[config.mk]
export PLATFORM = sky130hd
export DESIGN_NAME = simmem_resp_releaser
export DESIGN_NICKNAME = d
export VERILOG_FILES = /design/src/rtl/simmem_resp_releaser.sv
export SDC_FILE = /design/constraint.sdc
export NUM_CORES = 1
export LEC_CHECK = 0
export CAP_MARGIN = 25
export CORE_MARGIN = 4
export CORE_UTILIZATION = 54
export CTS_CLUSTER_DIAMETER = 50
export DETAILED_ROUTE_END_ITERATION = 10
export PLACE_DENSITY_LB_ADDON = 0.05
export SYNTH_ARGS = -nofsm -noshare
export SYNTH_HDL_FRONTEND = slang
export SYNTH_SLANG_ARGS = --single-unit
export TNS_END_PERCENT = 30
[constraint.sdc]
create_clock -name clk_i -period 48.3 [get_ports clk_i]
set_input_delay 9.66 -clock clk_i [delete_from_list [all_inputs] [get_ports clk_i]]
set_output_delay 9.66 -clock clk_i [all_outputs]
set_load 0.01 [all_outputs]
[src/rtl/simmem_resp_releaser.sv]
// Per-ID release scheduler: counts down delay-tagged descriptors and raises per-(type, id)
// release enables once a slot expires; bank acknowledges retire expired slots.
module simmem_resp_releaser #(
  parameter int unsigned IDWidth    = 4,
  parameter int unsigned NumSlots   = 8,
  parameter int unsigned DelayWidth = 8
) (
  input  logic                                clk_i,
  input  logic                                rst_ni,
  input  logic                                req_valid_i,
  output logic                                req_ready_o,
  input  logic                                req_type_i,
  input  logic [IDWidth-1:0]                  req_id_i,
  input  logic [DelayWidth-1:0]               req_delay_i,
  output logic [1:0][2**IDWidth-1:0]          release_en_o,
  input  logic [1:0]                          rel_ack_valid_i,
  input  logic [1:0][IDWidth-1:0]             rel_ack_id_i,
  output logic                                err_o
);

  localparam logic [DelayWidth-1:0] CntOne = 1;

  logic [NumSlots-1:0]   valid_q, valid_d;
  logic [NumSlots-1:0]   type_q, type_d;
  logic [IDWidth-1:0]    id_q [NumSlots];
  logic [IDWidth-1:0]    id_d [NumSlots];
  logic [DelayWidth-1:0] cnt_q [NumSlots];
  logic [DelayWidth-1:0] cnt_d [NumSlots];
  logic                  err_q, err_d;

  logic [NumSlots-1:0]      expired;
  logic [DelayWidth-1:0]    cnt_dec [NumSlots];
  logic [NumSlots-1:0]      alloc_oh;
  logic                     alloc_found;
  logic                     accept;
  logic [DelayWidth-1:0]    eff;
  logic [1:0][NumSlots-1:0] ack_oh;
  logic [1:0]               ack_hit;

  always_comb begin
    for (int i = 0; i < NumSlots; i++) begin
      expired[i] = valid_q[i] && (cnt_q[i] == '0);
      cnt_dec[i] = (cnt_q[i] == '0) ? '0 : cnt_q[i] - CntOne;
    end
  end

  assign req_ready_o = ~&valid_q;
  assign accept      = req_valid_i && req_ready_o;
  assign err_o       = err_q;

  always_comb begin
    release_en_o = '0;
    for (int i = 0; i < NumSlots; i++) begin
      if (expired[i]) release_en_o[type_q[i]][id_q[i]] = 1'b1;
    end
  end

  always_comb begin
    alloc_oh    = '0;
    alloc_found = 1'b0;
    for (int i = 0; i < NumSlots; i++) begin
      if (!valid_q[i] && !alloc_found) begin
        alloc_oh[i] = 1'b1;
        alloc_found = 1'b1;
      end
    end
  end

  // Matching slots contribute their next-cycle count so the new entry expires no earlier
  // than any older same-(type, id) entry.
  always_comb begin
    eff = req_delay_i;
    for (int i = 0; i < NumSlots; i++) begin
      if (valid_q[i] && (type_q[i] == req_type_i) && (id_q[i] == req_id_i) &&
          (cnt_dec[i] > eff)) begin
        eff = cnt_dec[i];
      end
    end
  end

  always_comb begin
    ack_oh  = '0;
    ack_hit = '0;
    for (int t = 0; t < 2; t++) begin
      for (int i = 0; i < NumSlots; i++) begin
        if (rel_ack_valid_i[t] && !ack_hit[t] && expired[i] &&
            (type_q[i] == (t != 0)) && (id_q[i] == rel_ack_id_i[t])) begin
          ack_oh[t][i] = 1'b1;
          ack_hit[t]   = 1'b1;
        end
      end
    end
  end

  always_comb begin
    valid_d = valid_q;
    type_d  = type_q;
    id_d    = id_q;
    cnt_d   = cnt_q;
    err_d   = err_q | (rel_ack_valid_i[0] & ~ack_hit[0]) | (rel_ack_valid_i[1] & ~ack_hit[1]);
    for (int i = 0; i < NumSlots; i++) begin
      if (valid_q[i]) cnt_d[i] = cnt_dec[i];
      if (ack_oh[0][i] || ack_oh[1][i]) valid_d[i] = 1'b0;
      if (accept && alloc_oh[i]) begin
        valid_d[i] = 1'b1;
        type_d[i]  = req_type_i;
        id_d[i]    = req_id_i;
        cnt_d[i]   = eff;
      end
    end
  end

  always_ff @(posedge clk_i or negedge rst_ni) begin
    if (!rst_ni) begin
      valid_q <= '0;
      type_q  <= '0;
      err_q   <= 1'b0;
      for (int i = 0; i < NumSlots; i++) begin
        id_q[i]  <= '0;
        cnt_q[i] <= '0;
      end
    end else begin
      valid_q <= valid_d;
      type_q  <= type_d;
      err_q   <= err_d;
      for (int i = 0; i < NumSlots; i++) begin
        id_q[i]  <= id_d[i];
        cnt_q[i] <= cnt_d[i];
      end
    end
  end

endmodule

==> flow_metrics.env <==
export IMPL_cp_start_kind="primary input"
export IMPL_synth_compound_area_share_pct=23.87
export IMPL_drive_gt1_share_pct=7.423
export IMPL_overflow=0
export IMPL_die_h_um=162.0
export IMPL_dp_cells=1996
export IMPL_grt_max_degree=74
export IMPL_grt_setup_unrepaired="false"
export IMPL_syn_to_final_growth_pct=10.61
export IMPL_path_max_fanout=18
export IMPL_nets=1798
export IMPL_tightest_slew_ns=1.097
export IMPL_n_antenna_cell=0
export IMPL_synth_edff_count=0
export IMPL_powerDensity_nw_per_um2=65.40
export IMPL_avgSynthCellArea_um2=7.476
export IMPL_ys_warn_count=0
export IMPL_rr_endpoint="cnt_q[22]"
export IMPL_ys_async_sr_fraction_pct=100.0
export IMPL_clkPwrFrac_pct=14.7
export IMPL_finalCritPeriodShare_pct=57.85
export IMPL_required_ns=48.56
export IMPL_finalSetupViolCount=0
export IMPL_track_usage_pct=40.34
export IMPL_slowest_delay_ns=1.01
export IMPL_first_global_vias=13527
export IMPL_synth_top_family_by_area="simple AND/OR/NAND/NOR gates"
export IMPL_tns_ns=0
export IMPL_cts_root_buf="clkbuf_16"
export IMPL_port_buffers=59
export IMPL_gp_congestion=1.086
export IMPL_timing_hold_violations_final=0
export IMPL_pwr_share_seq_pct=27.7
export IMPL_r2r_slack_ns=28.31
export IMPL_hold_start="err_o"
export IMPL_dieArea_um2=26240
export IMPL_die_w_um=162.0
export IMPL_r2r_cells=79
export IMPL_ios=60
export IMPL_start_util_pct=54.72
export IMPL_syn_inst=1713
export IMPL_synthMuxAreaShare_pct=2.589
export IMPL_coreArea_um2=23400
export IMPL_clk_path_buf_depth=2
export IMPL_drv_slew=0
export IMPL_grt_antenna_before_repair=2
export IMPL_timing_fmax_ghz=0.03579
export IMPL_stdcell_count=2030
export IMPL_yosysSeqAreaShare_pct=22.08
export IMPL_clk_pin_slew_ns=0.05
export IMPL_status="finished clean"
export IMPL_cts_max_level=4
export IMPL_cts_setup_buffers=0
export IMPL_rows=56
export IMPL_synth_simple_area_share_pct=29.14
export IMPL_hold_depth=1
export IMPL_grt_pass1_wl_um=81460
export IMPL_synth_top_cell_area_share_pct=22.08
export IMPL_cts_num_sinks=113
export IMPL_vias=14450
export IMPL_postRouteAntennaNets=0
export IMPL_critPathMostFrequentCell="a21oi_1"
export IMPL_drt_iter0_markers=2326
export IMPL_wire_per_inst_um=26.83
export IMPL_hold_class="reg -> reg"
export IMPL_switching_share_pct=54.28
export IMPL_ctsHoldBuffers=0
export IMPL_leakagePower_nw=5.887
export IMPL_synthTopCellsByArea="dfrtp_1, ha_1, nand2_1, xnor2_1, xor2_1"
export IMPL_power_switching_uw=502.8
export IMPL_hold_end="err_o"
export IMPL_skew_ns=0.01448
export IMPL_ctsResizeCount=0
export IMPL_ys_types=89
export IMPL_cp_startpoint="req_id_i[2]"
export IMPL_drc_errors=0
export IMPL_drt_pass1_iter_count=10
export IMPL_worstSkewPairLatency_ns=0.42
export IMPL_synth_seq_cells=113
export IMPL_routed_wl_um=54470
export IMPL_peakVddDrop_mv=0.04774
export IMPL_worstSetupPathType="in -> reg"
export IMPL_slew_headroom_pct=26.59
export IMPL_max_cap_violations=0
export IMPL_ys_flop_type="dfrtp_1"
export IMPL_timing_rr_start="cnt_q[56]"
export IMPL_synth_area_um2=12810
export IMPL_cts_tree="done"
export IMPL_synth_largest_area_cell="dfrtp_1"
export IMPL_layout_min_cycle_time_ns=27.94
export IMPL_synth_fp_nets=1813
export IMPL_worst_path_max_delay_cell="clkdlybuf4s50_1"
export IMPL_detail_route_vias_per_cell=7.118
export IMPL_synthXorXnorAreaFrac_pct=9.165
export IMPL_final_core_util_pct=60.53
export IMPL_post_dp_hpwl_um=40460
export IMPL_worstPathArrival_ns=28.20
export IMPL_endpoint_kind="flop"
export IMPL_synth_fa_ha_area_share_pct=7.230
export IMPL_combPwrFrac_pct=57.6
export IMPL_numCtsBuffers=17
export IMPL_intPower_uw=423.5
==> worst max path at each step <==
stage,depth (start not counted),slack [ns],to
finish,74,20.36,cnt_q[22]
global route,74,19.50,cnt_q[22]
CTS,74,20.87,cnt_q[22]
detailed placement,74,20.51,cnt_q[22]
global placement,74,21.18,cnt_q[22]
floorplan,74,22.53,cnt_q[53]
==> stage by stage <==
step | total power, mW | setup slack (ns) | instance area (um2) | hold WS (ns)
2_1_floorplan | 0.5809 | 22.53 | 12810 | 0.4945
6_report | 0.9263 | 20.36 | 14160 | 0.4754
3_5_place_dp | 0.7579 | 20.51 | 13530 | 0.4596
5_1_grt | 0.9802 | 19.50 | 14160 | 0.5035
4_1_cts | 0.8977 | 20.87 | 14150 | 0.4790
3_3_place_gp | 0.7506 | 21.18 | 13520 | 0.4645
==> sequential cells by signal, summed over array words and instances (netlist names) <==
signal and cells:
type_q 8, cnt_q 64, err_o 1, id_q 32, valid_q 8
==> power groups by stage <==
| stage | clock (mW) | combinational, mW | sequential (mW) |
|---|---|---|---|
| after global routing | 0.141 | 0.581 | 0.258 |
| after detailed placement | 0 | 0.510 | 0.247 |
| after CTS | 0.136 | 0.516 | 0.246 |
| after floorplan | 0 | 0.412 | 0.169 |
| final | 0.136 | 0.534 | 0.256 |
| after global placement | 0 | 0.504 | 0.246 |
==> placed cells by master (no fill, tap or decap), types with 15 or more instances in the layout <==
master and n:
a221oi_1 20, mux2_2 21, buf_4 24, nor2_1 134, a222oi_1 27, xnor2_1 71
o21ai_0 58, o31ai_1 17, o22ai_1 15, and3_1 25, a22oi_1 30, clkbuf_16 17
a21o_1 19, nand2_1 211, clkdlybuf4s50_1 58, o21ai_1 23, ha_1 74, or2_2 19
nand3_1 70, nand2b_1 19, nor3b_1 32, inv_1 79, a21oi_1 89, and2_1 18
xor2_1 63, nor4_1 20, nor2b_1 24, a31oi_1 29, or3_1 19, nand4_1 28
nor3_1 59, dfrtp_1 113
==> synth_stat cells (6+ instances only) <==
| library cell | n |
|---|---|
| a211oi_1 | 6 |
| a21o_1 | 19 |
| a21oi_1 | 89 |
| a221oi_1 | 20 |
| a222oi_1 | 27 |
| a22o_1 | 8 |
| a22oi_1 | 30 |
| a31oi_1 | 29 |
| a32oi_1 | 13 |
| and2_1 | 18 |
| and3_1 | 25 |
| and3b_1 | 8 |
| and4_1 | 9 |
| buf_1 | 11 |
| clkbuf_1 | 97 |
| dfrtp_1 | 113 |
| ha_1 | 74 |
| inv_1 | 79 |
| mux2_2 | 21 |
| mux2i_1 | 8 |
| nand2_1 | 211 |
| nand2b_1 | 19 |
| nand3_1 | 70 |
| nand3b_1 | 8 |
| nand4_1 | 28 |
| nor2_1 | 134 |
| nor2b_1 | 24 |
| nor3_1 | 60 |
| nor3b_1 | 33 |
| nor4_1 | 21 |
| o211ai_1 | 6 |
| o21a_1 | 6 |
| o21ai_0 | 58 |
| o21ai_1 | 23 |
| o22ai_1 | 15 |
| o31ai_1 | 17 |
| or2_2 | 19 |
| or3_1 | 19 |
| or4_1 | 8 |
| xnor2_1 | 71 |
| xor2_1 | 63 |
==> critical path: cells and delay by family <==
family | cells | cell delay (ns)
compound gates | 37 | 8.62
xor+xnor | 1 | 0.20
fa+ha+maj | 7 | 2.20
buf+inv | 3 | 1.23
mux | 1 | 0.41
simple gates | 25 | 5.91
==> layout make-up <==
type / instances / area, um2
tap: 319 / 399.1
inverter: 81 / 304.0
fill: 2139 / 9238
clock buffer: 19 / 442.9
timing repair buffer: 83 / 765.7
sequential: 113 / 2828
multi-input combinational: 1402 / 9241
clock inverter: 13 / 183.9
==> metal layers <==
layer	up-vias	global-route usage, %	wire length [um]
met5	-	0	46
met4	4	18.76	3343
met3	306	13.73	7878
met2	1165	58.83	22390
met1	6719	53.95	20810
li1	6256	-	-
==> logic make-up (layout without fill, tap and decap cells) <==
family,count (synthesis),count (layout)
adders and majority gates,74,74
muxes,30,30
and+or+nand+nor,733,733
buffers and inverters,198,196
xor gates and xnor gates,134,134
DFF,113,113
AOI/OAI and AO/OA,431,431
No activity file was read; power rests on OpenSTA's default activity.
